### config.mk
export PLATFORM = sky130hd
export DESIGN_NAME = xilinx_bram_burst_reader
export DESIGN_NICKNAME = d
export VERILOG_FILES = /design/src/rtl/xilinx_primitive_pkg.sv /design/src/rtl/xilinx_sync_fifo.sv /design/src/rtl/xilinx_bram_burst_reader.sv
export SDC_FILE = /design/constraint.sdc
export NUM_CORES = 1
export LEC_CHECK = 0
export ABC_AREA = 1
export CAP_MARGIN = 10
export CORE_ASPECT_RATIO = 0.8
export CORE_MARGIN = 5
export CORE_UTILIZATION = 31
export DETAILED_ROUTE_END_ITERATION = 10
export PLACE_DENSITY = 0.55
export RECOVER_POWER = 25
export SYNTH_ARGS = -nofsm -noshare
export SYNTH_HDL_FRONTEND = slang
export SYNTH_SLANG_ARGS = --single-unit
export TNS_END_PERCENT = 50
### constraint.sdc
create_clock -name CLK -period 8.55 [get_ports CLK]
set_clock_uncertainty 0.1 [all_clocks]
set_input_delay 1.71 -clock CLK [delete_from_list [all_inputs] [get_ports CLK]]
set_output_delay 1.71 -clock CLK [all_outputs]
set_load 0.02 [all_outputs]
### src/rtl/xilinx_primitive_pkg.sv
// Shared types and helpers for the Xilinx primitive wrappers.
// The BRAM read latency is derived here so that every client computes it identically.
package xilinx_primitive_pkg;

  typedef enum logic {RD_IDLE, RD_ISSUE} bram_rd_state_e;

  function automatic int bram_rd_latency(input int do_reg);
    return 1 + do_reg;
  endfunction

endpackage

### src/rtl/xilinx_sync_fifo.sv
// Single-clock FIFO with arbitrary (non power-of-two) depth.
// The head word is presented combinationally; an empty FIFO drives zero.
module xilinx_sync_fifo #(
  parameter int WIDTH = 19,
  parameter int DEPTH = 3
) (
  input  logic             i_clk,
  input  logic             i_rst,
  input  logic             i_push,
  input  logic [WIDTH-1:0] i_din,
  input  logic             i_pop,
  output logic [WIDTH-1:0] o_dout,
  output logic             o_full,
  output logic             o_empty
);

  localparam int PTR_W = (DEPTH > 1) ? $clog2(DEPTH) : 1;
  localparam int CNT_W = $clog2(DEPTH + 1);

  logic [WIDTH-1:0] r_mem [DEPTH];
  logic [PTR_W-1:0] r_wr_ptr;
  logic [PTR_W-1:0] r_rd_ptr;
  logic [CNT_W-1:0] r_cnt;
  logic             w_wr;
  logic             w_rd;

  function automatic logic [PTR_W-1:0] next_ptr(input logic [PTR_W-1:0] p);
    return (p == PTR_W'(DEPTH - 1)) ? '0 : p + PTR_W'(1);
  endfunction

  assign o_full  = (r_cnt == CNT_W'(DEPTH));
  assign o_empty = (r_cnt == '0);
  assign w_rd    = i_pop && !o_empty;
  assign w_wr    = i_push && (!o_full || w_rd);
  assign o_dout  = o_empty ? '0 : r_mem[r_rd_ptr];

  always_ff @(posedge i_clk) begin
    if (i_rst) begin
      r_wr_ptr <= '0;
      r_rd_ptr <= '0;
      r_cnt    <= '0;
    end else begin
      if (w_wr) r_wr_ptr <= next_ptr(r_wr_ptr);
      if (w_rd) r_rd_ptr <= next_ptr(r_rd_ptr);
      if (w_wr && !w_rd)      r_cnt <= r_cnt + CNT_W'(1);
      else if (w_rd && !w_wr) r_cnt <= r_cnt - CNT_W'(1);
    end
  end

  always_ff @(posedge i_clk) begin
    if (w_wr) r_mem[r_wr_ptr] <= i_din;
  end

endmodule

### src/rtl/xilinx_bram_burst_reader.sv
// Burst read engine for one port of a TDP BRAM: command in, valid/ready stream out.
// Issue is credit-limited so the output FIFO can always absorb every read in flight.
module xilinx_bram_burst_reader
  import xilinx_primitive_pkg::*;
#(
  parameter int DATA_WIDTH = 18,
  parameter int ADDR_WIDTH = 10,
  parameter int LEN_WIDTH  = 16,
  parameter int DO_REG     = 0
) (
  input  logic                  CLK,
  input  logic                  RST,
  input  logic                  CMD_VALID,
  output logic                  CMD_READY,
  input  logic [ADDR_WIDTH-1:0] CMD_ADDR,
  input  logic [LEN_WIDTH-1:0]  CMD_LEN,
  output logic                  BRAM_EN,
  output logic [ADDR_WIDTH-1:0] BRAM_ADDR,
  output logic [3:0]            BRAM_WE,
  output logic                  BRAM_REGCE,
  output logic                  BRAM_RST,
  input  logic [DATA_WIDTH-1:0] BRAM_DO,
  output logic                  M_VALID,
  input  logic                  M_READY,
  output logic [DATA_WIDTH-1:0] M_DATA,
  output logic                  M_LAST
);

  localparam int L     = bram_rd_latency(DO_REG);
  localparam int DEPTH = L + 2;
  localparam int CNT_W = $clog2(DEPTH + 1);

  bram_rd_state_e        r_state;
  bram_rd_state_e        w_state_nxt;
  logic [ADDR_WIDTH-1:0] r_addr;
  logic [LEN_WIDTH-1:0]  r_rem;
  logic [CNT_W-1:0]      r_inflight;
  logic [CNT_W-1:0]      r_occ;
  logic [L-1:0]          r_vld_p;
  logic [L-1:0]          r_last_p;
  logic                  r_en_d;

  logic                  w_cmd_ready;
  logic                  w_accept;
  logic                  w_issue;
  logic                  w_credit;
  logic [CNT_W:0]        w_used;
  logic                  w_push;
  logic                  w_pop;
  logic                  w_fifo_full;
  logic                  w_fifo_empty;
  logic [DATA_WIDTH:0]   w_fifo_dout;

  assign w_used   = {1'b0, r_inflight} + {1'b0, r_occ};
  assign w_credit = (w_used < (CNT_W + 1)'(DEPTH));

  always_comb begin
    w_state_nxt = r_state;
    w_cmd_ready = 1'b0;
    w_issue     = 1'b0;
    case (r_state)
      RD_IDLE: begin
        w_cmd_ready = !RST;
        if (CMD_VALID && !RST) w_state_nxt = RD_ISSUE;
      end
      RD_ISSUE: begin
        if (w_credit && !RST) begin
          w_issue = 1'b1;
          if (r_rem == '0) w_state_nxt = RD_IDLE;
        end
      end
      default: w_state_nxt = RD_IDLE;
    endcase
  end

  assign w_accept  = CMD_VALID && w_cmd_ready;
  assign CMD_READY = w_cmd_ready;
  assign BRAM_EN   = w_issue;
  assign BRAM_ADDR = r_addr;
  assign BRAM_WE   = 4'b0000;
  assign BRAM_RST  = RST;
  // Without the output register REGCE has no effect; hold it high outside reset.
  assign BRAM_REGCE = (DO_REG != 0) ? r_en_d : !RST;

  // Issue stage: FSM, address/length counters and the credit counters.
  always_ff @(posedge CLK) begin
    if (RST) begin
      r_state    <= RD_IDLE;
      r_addr     <= '0;
      r_rem      <= '0;
      r_inflight <= '0;
      r_occ      <= '0;
      r_en_d     <= 1'b0;
    end else begin
      r_state <= w_state_nxt;
      r_en_d  <= w_issue;
      if (w_accept) begin
        r_addr <= CMD_ADDR;
        r_rem  <= CMD_LEN;
      end else if (w_issue) begin
        r_addr <= r_addr + ADDR_WIDTH'(1);
        r_rem  <= r_rem - LEN_WIDTH'(1);
      end
      if (w_issue && !w_push)      r_inflight <= r_inflight + CNT_W'(1);
      else if (w_push && !w_issue) r_inflight <= r_inflight - CNT_W'(1);
      if (w_push && !w_pop)        r_occ <= r_occ + CNT_W'(1);
      else if (w_pop && !w_push)   r_occ <= r_occ - CNT_W'(1);
    end
  end

  // Latency stage: {valid, last} travel alongside the BRAM read for L cycles.
  always_ff @(posedge CLK) begin
    if (RST) begin
      r_vld_p  <= '0;
      r_last_p <= '0;
    end else begin
      r_vld_p[0]  <= w_issue;
      r_last_p[0] <= w_issue && (r_rem == '0);
      for (int i = 1; i < L; i++) begin
        r_vld_p[i]  <= r_vld_p[i-1];
        r_last_p[i] <= r_last_p[i-1];
      end
    end
  end

  assign w_push = r_vld_p[L-1];
  assign w_pop  = !w_fifo_empty && M_READY;

  // Output stage: capture BRAM_DO with its last flag into the elastic buffer.
  xilinx_sync_fifo #(
    .WIDTH(DATA_WIDTH + 1),
    .DEPTH(DEPTH)
  ) u_out_fifo (
    .i_clk  (CLK),
    .i_rst  (RST),
    .i_push (w_push),
    .i_din  ({r_last_p[L-1], BRAM_DO}),
    .i_pop  (w_pop),
    .o_dout (w_fifo_dout),
    .o_full (w_fifo_full),
    .o_empty(w_fifo_empty)
  );

  assign M_VALID = !w_fifo_empty;
  assign M_DATA  = w_fifo_dout[DATA_WIDTH-1:0];
  assign M_LAST  = w_fifo_dout[DATA_WIDTH];

  always_ff @(posedge CLK) begin
    if (!RST) assert (!(w_push && w_fifo_full && !w_pop));
  end

endmodule

### Word-level counts from Yosys, hierarchy flattened

Memories as Yosys holds them, arrays and structs flattened. A register that Yosys moved wholly into a read port is not among the register bits.
Index checks and enable logic that the tools add are counted.

| operators by class | value |
|---|---|
| magnitude comparators | 1 |
| equal/unequal tests | 3 |
| reductions and logical operators | 28 |
| bitwise gates (word level) | 1 |
| add/sub/neg operators | 11 |
| multiplexer cells | 24 |

Operators by type and width:

| cell | count |
|---|---|
| two-way mux 16 bit | 2 |
| two-way mux 10 bit | 2 |
| two-way mux 2 bit | 10 |
| two-way mux 19 bit | 1 |
| logical NOT 16 bit | 1 |
| subtractor 16 x 1 -> 16 bit (second input constant) | 1 |
| logical AND 1 bit | 13 |
| adder 10 x 1 -> 10 bit (second input constant) | 1 |
| adder 2 x 1 -> 2 bit (second input constant) | 5 |
| logical NOT 1 bit | 8 |
| two-way mux 1 bit | 8 |
| nonzero test 2 bit | 4 |
| == test 2 bit (second input constant) | 3 |
| subtractor 2 x 1 -> 2 bit (second input constant) | 3 |
| adder 2 x 2 -> 3 bit | 1 |
| < comparator 3 x 2 -> 1 bit (second input constant) | 1 |
| logical NOT 2 bit | 1 |
| one-hot mux 1 bit (2 select lines) | 1 |
| logical OR 1 bit | 1 |
| inverter 1 bit | 1 |

| storage, ports and cells | value |
|---|---|
| memories | 1 |
| register bits after elaboration | 39 |
| logic and storage cells | 79 |
| input port bits | 48 |
| output and inout bits | 38 |
| RAM bits | 57 |

Memories:

| memory | depth | width | read ports | clocked after memory_dff | wr ports | line | RTL |
|---|---|---|---|---|---|---|---|
| u_out_fifo.r_mem | 3 | 19 | 1 | 1 | 1 | xilinx_sync_fifo.sv:20 | `logic [WIDTH-1:0] r_mem [DEPTH];` |

### Logic depth before layout (Yosys ltp)

Gate-level depths: netlist of the first run.

| logic depth | value |
|---|---|
| word-level depth | 10 |
| depth in mapped cells | 11 |
| gate-level depth less buffers | 10 |

### Modules after synthesis

From an unflattened synthesis of the first run, not the netlist that was laid out.

| second synthesis, totals | value |
|---|---|
| cells, all modules | 600 |
| area, all modules | 4969.8 µm² |

Modules (own cells, without submodules):

| module | area each (µm²) | cells an instance | times used | seq. area each (µm²) |
|---|---|---|---|---|
| xilinx_sync_fifo | 2808.9 | 255 | 1 | 1871.8 |
| xilinx_bram_burst_reader | 2160.8 | 345 | 1 | 660.6 |

### Least setup slack after synthesis of the first run

OpenSTA, ideal clock, no wires.

| timing path | value |
|---|---|
| path type | input port to output port |
| start | input RST |
| end | output BRAM_REGCE |
| cell stages on the path | 3 |
| slack | 4.453 ns |
| buffers on the path | 2 |
| data required time | 6.740 ns |
| arrival time | 2.287 ns |
| path through | buf_6 > inv_1 > clkbuf_1 |

| on the way | value |
|---|---|
| word-level cells in the longest chain between the ends | 1 |

RTL lines:

| what | line | RTL |
|---|---|---|
| start: declaration | xilinx_bram_burst_reader.sv:12 | `input logic RST,` |
| logical NOT 1 bit | n/a |  |
| end: declaration | xilinx_bram_burst_reader.sv:20 | `output logic BRAM_REGCE,` |

No other way between the ends.

### Final worst setup path of the first run

| timing path | value |
|---|---|
| start | input RST |
| end | output BRAM_EN |

| on the way | value |
|---|---|
| word-level cells in the longest chain between the ends | 4 |

RTL lines:

| what | line | RTL |
|---|---|---|
| logical NOT 1 bit | n/a |  |
| logical AND 1 bit | xilinx_bram_burst_reader.sv:67 | `if (w_credit && !RST) begin` |
| two-way mux 1 bit | xilinx_bram_burst_reader.sv:67 |  |
| two-way mux 1 bit | xilinx_bram_burst_reader.sv:61 | `case (r_state)` |
| end: declaration | xilinx_bram_burst_reader.sv:17 | `output logic BRAM_EN,` |

No other way between the ends.

==> results of run 1 <==
==> how the worst max path moves through the flow <==
stage / slack [ns] / to / cells past startpoint / start
floorplan: 4.45 / BRAM_REGCE / 3 / RST
global placement: 2.51 / BRAM_REGCE / 3 / RST
detailed placement: 2.45 / BRAM_EN / 5 / RST
CTS: 2.47 / BRAM_EN / 5 / RST
global route: 2.31 / BRAM_EN / 5 / RST
finish: 2.46 / BRAM_EN / 5 / RST
==> per-layer routing <==
metal,wire (um),vias to the layer above,share of wire [%]
met5,0,-,0
met2,5370,64,49
li1,-,1866,-
met1,5010,1693,45
met4,118,0,1.1
met3,507,8,4.6
==> cell type report <==
class / count / area [um2]
clock inverters: 7 / 91.3
clock buffers: 9 / 225
fillers: 1471 / 9040
flip-flops and latches: 98 / 2530
well taps: 210 / 263
inverters: 92 / 349
repair buffers: 84 / 833
multi-input cells: 306 / 1730
==> cell families after synthesis <==
group / after synthesis / share of synthesized area, %
adder cells (fa/ha/maj): 8 / 2.25
other: 1 / 0.0785
AO/OA/AOI/OAI: 105 / 12.6
flip-flops: 98 / 53.0
XOR/XNOR: 3 / 0.550
AND/OR/NAND/NOR: 167 / 16.0
buffers and inverters: 118 / 11.1
multiplexers: 19 / 4.48
==> power by group through the flow <==
stage	registers, mW	clock network [mW]	logic, mW
final	0.598	0.425	0.596
after global placement	0.608	0	0.595
after floorplan	0.594	0	0.397
after CTS	0.599	0.441	0.603
after detailed placement	0.610	0	0.602
after global routing	0.607	0.461	0.667
==> cell usage after synthesis (all sizes together), types with 19 or more instances <==
| master | count | share of area [%] |
|---|---|---|
| mux2 | 19 | 4.5 |
| nand3 | 35 | 4.0 |
| edfxtp | 57 | 36 |
| nand2 | 75 | 6.2 |
| buf | 19 | 3.2 |
| nor2 | 40 | 3.6 |
| inv | 91 | 7.2 |
| dfxtp | 41 | 17 |
| o21ai | 44 | 4.9 |
| a21oi | 40 | 4.2 |
==> registers in the layout (all words and copies together) (netlist names), named ones only <==
register             cells
u_out_fifo.r_rd_ptr      2
r_inflight               2
r_occ                    2
u_out_fifo.r_mem        57
r_last_p                 1
r_rem                   16
BRAM_ADDR               10
r_vld_p                  1
u_out_fifo.r_wr_ptr      2
r_state                  1
u_out_fifo.r_cnt         2
==> per-stage QoR <==
step	hold WS, ns	worst slack [ns]
after floorplan	0.321	4.45
after global placement	0.339	2.51
after detailed placement	0.339	2.45
after CTS	0.364	2.47
after global routing	0.383	2.31
final	0.357	2.46
==> results.sh, run 1 <==
export IMPL_post_cts_buffers=0
export IMPL_syn_area_per_cell_um2=9.20
export IMPL_final_cells=806
export IMPL_hold_start="r_last_p"
export IMPL_cts_reportedPaths_clkPinSlew_ns=0.07
export IMPL_synth_seq_cells=98
export IMPL_syn_to_final_growth_pct=26.2
export IMPL_synth_area_um2=4780
export IMPL_placementRows=40
export IMPL_cp_start_kind="input pin"
export IMPL_worstMarginPinSlew_ns=1.05
export IMPL_vias=3631
export IMPL_layout_commonest_cell="inv_1"
export IMPL_routed_wl_mm=11.0
export IMPL_dr_pass1_iters=5
export IMPL_grt_max_degree=42
export IMPL_clk_latency_ns=0.35
export IMPL_post_route_period_util_pct=71.3
export IMPL_antenna_found_initial=0
export IMPL_cts_tree="built"
export IMPL_remaining_drc_errors=0
export IMPL_met2_usage_pct=21.3
export IMPL_p_int_mw=1.04
export IMPL_status="completed"
export IMPL_crit_family="buffers and inverters"
export IMPL_maxCapViolCount=0
export IMPL_synthDistinctLibCells=42
export IMPL_synthFlopType="edfxtp_1"
export IMPL_crit_type="input pin to output pin"
export IMPL_period_minus_slack_ns=6.09
export IMPL_routed_via_density=4.50
export IMPL_synthArstFlopShare_pct=0
export IMPL_drt_iter0_drc=267
export IMPL_grt_usage_pct=12.8
export IMPL_port_buffers=81
export IMPL_hold_buffers=0
export IMPL_place_area_um2=5710
export IMPL_dieArea_um2=18000
export IMPL_cp_num_buf_inv=3
export IMPL_drive_gt1_share_pct=10.7
export IMPL_finalInstanceArea_um2=6030
export IMPL_hold_class="flop to flop"
export IMPL_rsz0062_at_grt="no"
export IMPL_p_comb_share_pct=36.8
export IMPL_seq_area_frac_synth_pct=53.0
export IMPL_p_leak_nw=2.47
export IMPL_cts_root_buffer="clkbuf_16"
export IMPL_grt_pass1_vias=3646
export IMPL_ioPinCount=86
export IMPL_drv_slew=0
export IMPL_h_tree_depth=3
export IMPL_busiest_layer="met2"
export IMPL_cts_buffers=9
export IMPL_seq_power_share_pct=37.0
export IMPL_setup_viol=0
export IMPL_gp_congestion=0.815
export IMPL_cp_cell_sequence="clkdlybuf4s50_1 -> nor2_2 -> nand3_4 -> clkinv_2 -> clkdlybuf4s50_1"
export IMPL_cpMostUsedCell="clkdlybuf4s50_1"
export IMPL_max_clock_freq_mhz=164
export IMPL_r2r_end="r_inflight[1]"
export IMPL_drtAntennaViolNets=0
export IMPL_critical_path_slowest_cell="clkdlybuf4s50_1"
export IMPL_gr_total_overflow=0
export IMPL_postSynthCellCount=519
export IMPL_n_antenna_cell=0
export IMPL_ir_drop_uv=98.2
export IMPL_tns_ns=0
export IMPL_dp_cells=790
export IMPL_wl_per_cell_um=13.7
export IMPL_synth_edf_count=57
export IMPL_p_switching_uw=580
export IMPL_final_util_pct=40.0
export IMPL_clock_power_share_pct=26.2
export IMPL_reg2reg_from="r_inflight[0]"
export IMPL_groute_layer_met1_usage_pct=16.3
export IMPL_yosysWarnings=0
export IMPL_die_y_um=121
export IMPL_cts_num_sinks=98
export IMPL_crit_path_max_fanout=21
export IMPL_worstPathRequired_ns=6.74
export IMPL_dp_hpwl_mm=7.53
export IMPL_start_util_pct=31.7
export IMPL_nets=647
export IMPL_hold_viol_final=0
export IMPL_r2r_setup_slack_ns=5.80
export IMPL_power_mw=1.62
export IMPL_hold_depth=0
export IMPL_worst_path_largest_cell_delay_ns=0.95
export IMPL_netSwitchingFraction_pct=35.8
export IMPL_grt_pass1_wl_mm=18.1
export IMPL_post_cts_resized=0
export IMPL_cts_path_max_buffers=2
export IMPL_grt_util_met3_pct=3.77
export IMPL_mostFrequentLayoutCells="inv_1 (86), nand2_1 (73), clkdlybuf4s50_1 (66), edfxtp_1 (57), dfxtp_1 (41)"
export IMPL_powerDensity_nw_per_um2=269
export IMPL_cp_end_kind="output pin"
export IMPL_fp_coreArea_um2=15100
export IMPL_die_width_um=149
export IMPL_hold_end="u_out_fifo.r_mem[2][18]"
export IMPL_reg2reg_depth=10
export IMPL_relSlewSlack_pct=29.6
export IMPL_arrival_ns=4.28
Power figures use the tool's default switching activity.
==> inputs of run 2 (changes only) <==
clock period = 5.7 ns   (was 8.55 ns; I/O delays follow)
==> results.sh, run 2 (synthesis results as in run 1) <==
export IMPL_status="completed"
export IMPL_ir_drop_uv=176
export IMPL_busiest_layer="met2"
export IMPL_post_cts_buffers=0
export IMPL_largest_register_ff_count=57
export IMPL_drt_iter0_drc=207
export IMPL_n_fill_cell=1487
export IMPL_arrival_ns=3.17
export IMPL_ioPinCount=86
export IMPL_groute_layer_met1_usage_pct=15.9
export IMPL_hold_viol_final=0
export IMPL_post_route_period_util_pct=77.3
export IMPL_nets=649
export IMPL_drtAntennaViolNets=0
export IMPL_p_switching_uw=874
export IMPL_p_leak_nw=2.49
export IMPL_vias=3624
export IMPL_placementRows=40
export IMPL_rsz0062_at_grt="no"
export IMPL_max_clock_freq_mhz=227
export IMPL_fp_coreArea_um2=15100
export IMPL_maxCapViolCount=0
export IMPL_period_minus_slack_ns=4.41
export IMPL_worst_path_largest_cell_delay_ns=0.67
export IMPL_hold_buffers=0
export IMPL_h_tree_depth=3
export IMPL_routed_via_density=4.49
export IMPL_cp_end_kind="output pin"
export IMPL_remaining_drc_errors=0
export IMPL_start_util_pct=31.7
export IMPL_antenna_found_initial=0
export IMPL_cp_num_buf_inv=4
export IMPL_met2_usage_pct=20.9
export IMPL_post_cts_resized=0
export IMPL_powerDensity_nw_per_um2=403
export IMPL_grt_max_degree=42
export IMPL_gr_total_overflow=0
export IMPL_crit_family="buffers and inverters"
export IMPL_dr_pass1_iters=4
export IMPL_cts_buffers=9
export IMPL_cts_num_sinks=98
export IMPL_setup_viol=0
export IMPL_critical_path_slowest_cell="clkdlybuf4s50_1"
export IMPL_crit_path_max_fanout=21
export IMPL_dp_hpwl_mm=7.60
export IMPL_worstPathRequired_ns=4.46
export IMPL_cts_root_buffer="clkbuf_16"
export IMPL_wl_per_cell_um=13.8
export IMPL_seq_power_share_pct=37.1
export IMPL_grt_usage_pct=12.6
export IMPL_crit_type="input pin to output pin"
export IMPL_cts_path_max_buffers=2
export IMPL_die_y_um=121
export IMPL_multi_input_area_um2=1730
export IMPL_final_seq_area_um2=2530
export IMPL_die_width_um=149
export IMPL_cp_start_kind="input pin"
export IMPL_hold_class="flop to flop"
export IMPL_grt_pass1_vias=3415
export IMPL_grt_util_met3_pct=3.66
export IMPL_clk_latency_ns=0.35
export IMPL_whs_ns=0.362
export IMPL_cts_tree="built"
export IMPL_syn_to_final_growth_pct=26.8
export IMPL_cpMostUsedCell="clkdlybuf4s50_1"
export IMPL_cp_cell_sequence="clkdlybuf4s50_1 -> buf_4 -> nor2_2 -> nand3_4 -> clkinv_2 -> clkdlybuf4s50_1"
export IMPL_p_comb_share_pct=36.9
export IMPL_n_antenna_cell=0
export IMPL_cts_reportedPaths_clkPinSlew_ns=0.07
export IMPL_grt_pass1_wl_mm=17.7
export IMPL_dieArea_um2=18000
export IMPL_clock_power_share_pct=26.0
export IMPL_top_register="u_out_fifo.r_mem"
export IMPL_p_int_mw=1.57
export IMPL_r2r_setup_slack_ns=2.92
export IMPL_drv_slew=0
export IMPL_tns_ns=0
export IMPL_relSlewSlack_pct=35.5
export IMPL_worstMarginPinSlew_ns=0.966
export IMPL_layout_commonest_cell="inv_1"
export IMPL_port_buffers=81
export IMPL_mostFrequentLayoutCells="inv_1 (86), nand2_1 (73), clkdlybuf4s50_1 (66), edfxtp_1 (57), dfxtp_1 (41)"
export IMPL_routed_wl_mm=11.1
export IMPL_gp_congestion=0.782
export IMPL_netSwitchingFraction_pct=35.8
export IMPL_drive_gt1_share_pct=11.0
[run 2: cell types whose count changed in the layout (fill, tap and decap cells not counted)]
cell | before | now
inv_8 | 4 | 2
buf_16 | 0 | 1
clkinv_4 | 0 | 1
buf_4 | 3 | 4
clkinvlp_4 | 1 | 0
inv_6 | 1 | 3
[run 2: metal layers]
layer  vias up  part of all wire, %
met5         -                    0
met4         0                  1.5
met3        12                  4.8
met2        62                   48
met1      1678                   46
li1       1872                    -
[run 2: cell type report]
type,instances,area share (%)
inverters,92,5.76
flip-flops and latches,98,41.8
well taps,210,4.34
clock inverters,7,1.45
clock buffers,9,3.72
repair buffers,86,14.3
multi-input cells,306,28.6
[run 2: stage by stage]
stage	instances	util [%]	setup slack [ns]	total power, mW	instance area [um2]
after CTS	807	40.0	1.28	2.46	6030
after floorplan	522	-	2.33	1.49	4790
after detailed placement	791	37.9	1.28	1.82	5720
final	808	40.2	1.29	2.44	6060
after global placement	791	37.9	1.32	1.80	5720
after global routing	808	40.2	1.17	2.60	6060
[run 2: worst paths after layout]
check,endpoint,depth (start not counted),startpoint
max,BRAM_EN,6,RST
max reg2reg,r_inflight[1],10,r_inflight[0]
min,u_out_fifo.r_mem[2][18],0,r_last_p
min reg2reg,u_out_fifo.r_mem[2][18],0,r_last_p
[run 2: power by group through the flow]
stage          clock network, mW  registers, mW  logic [mW]
2_1_floorplan                  0          0.890       0.595
3_3_place_gp                   0          0.933       0.869
3_5_place_dp                   0          0.939       0.880
4_1_cts                    0.659          0.922       0.883
5_1_grt                    0.685          0.918        1.00
6_report                   0.635          0.905       0.901
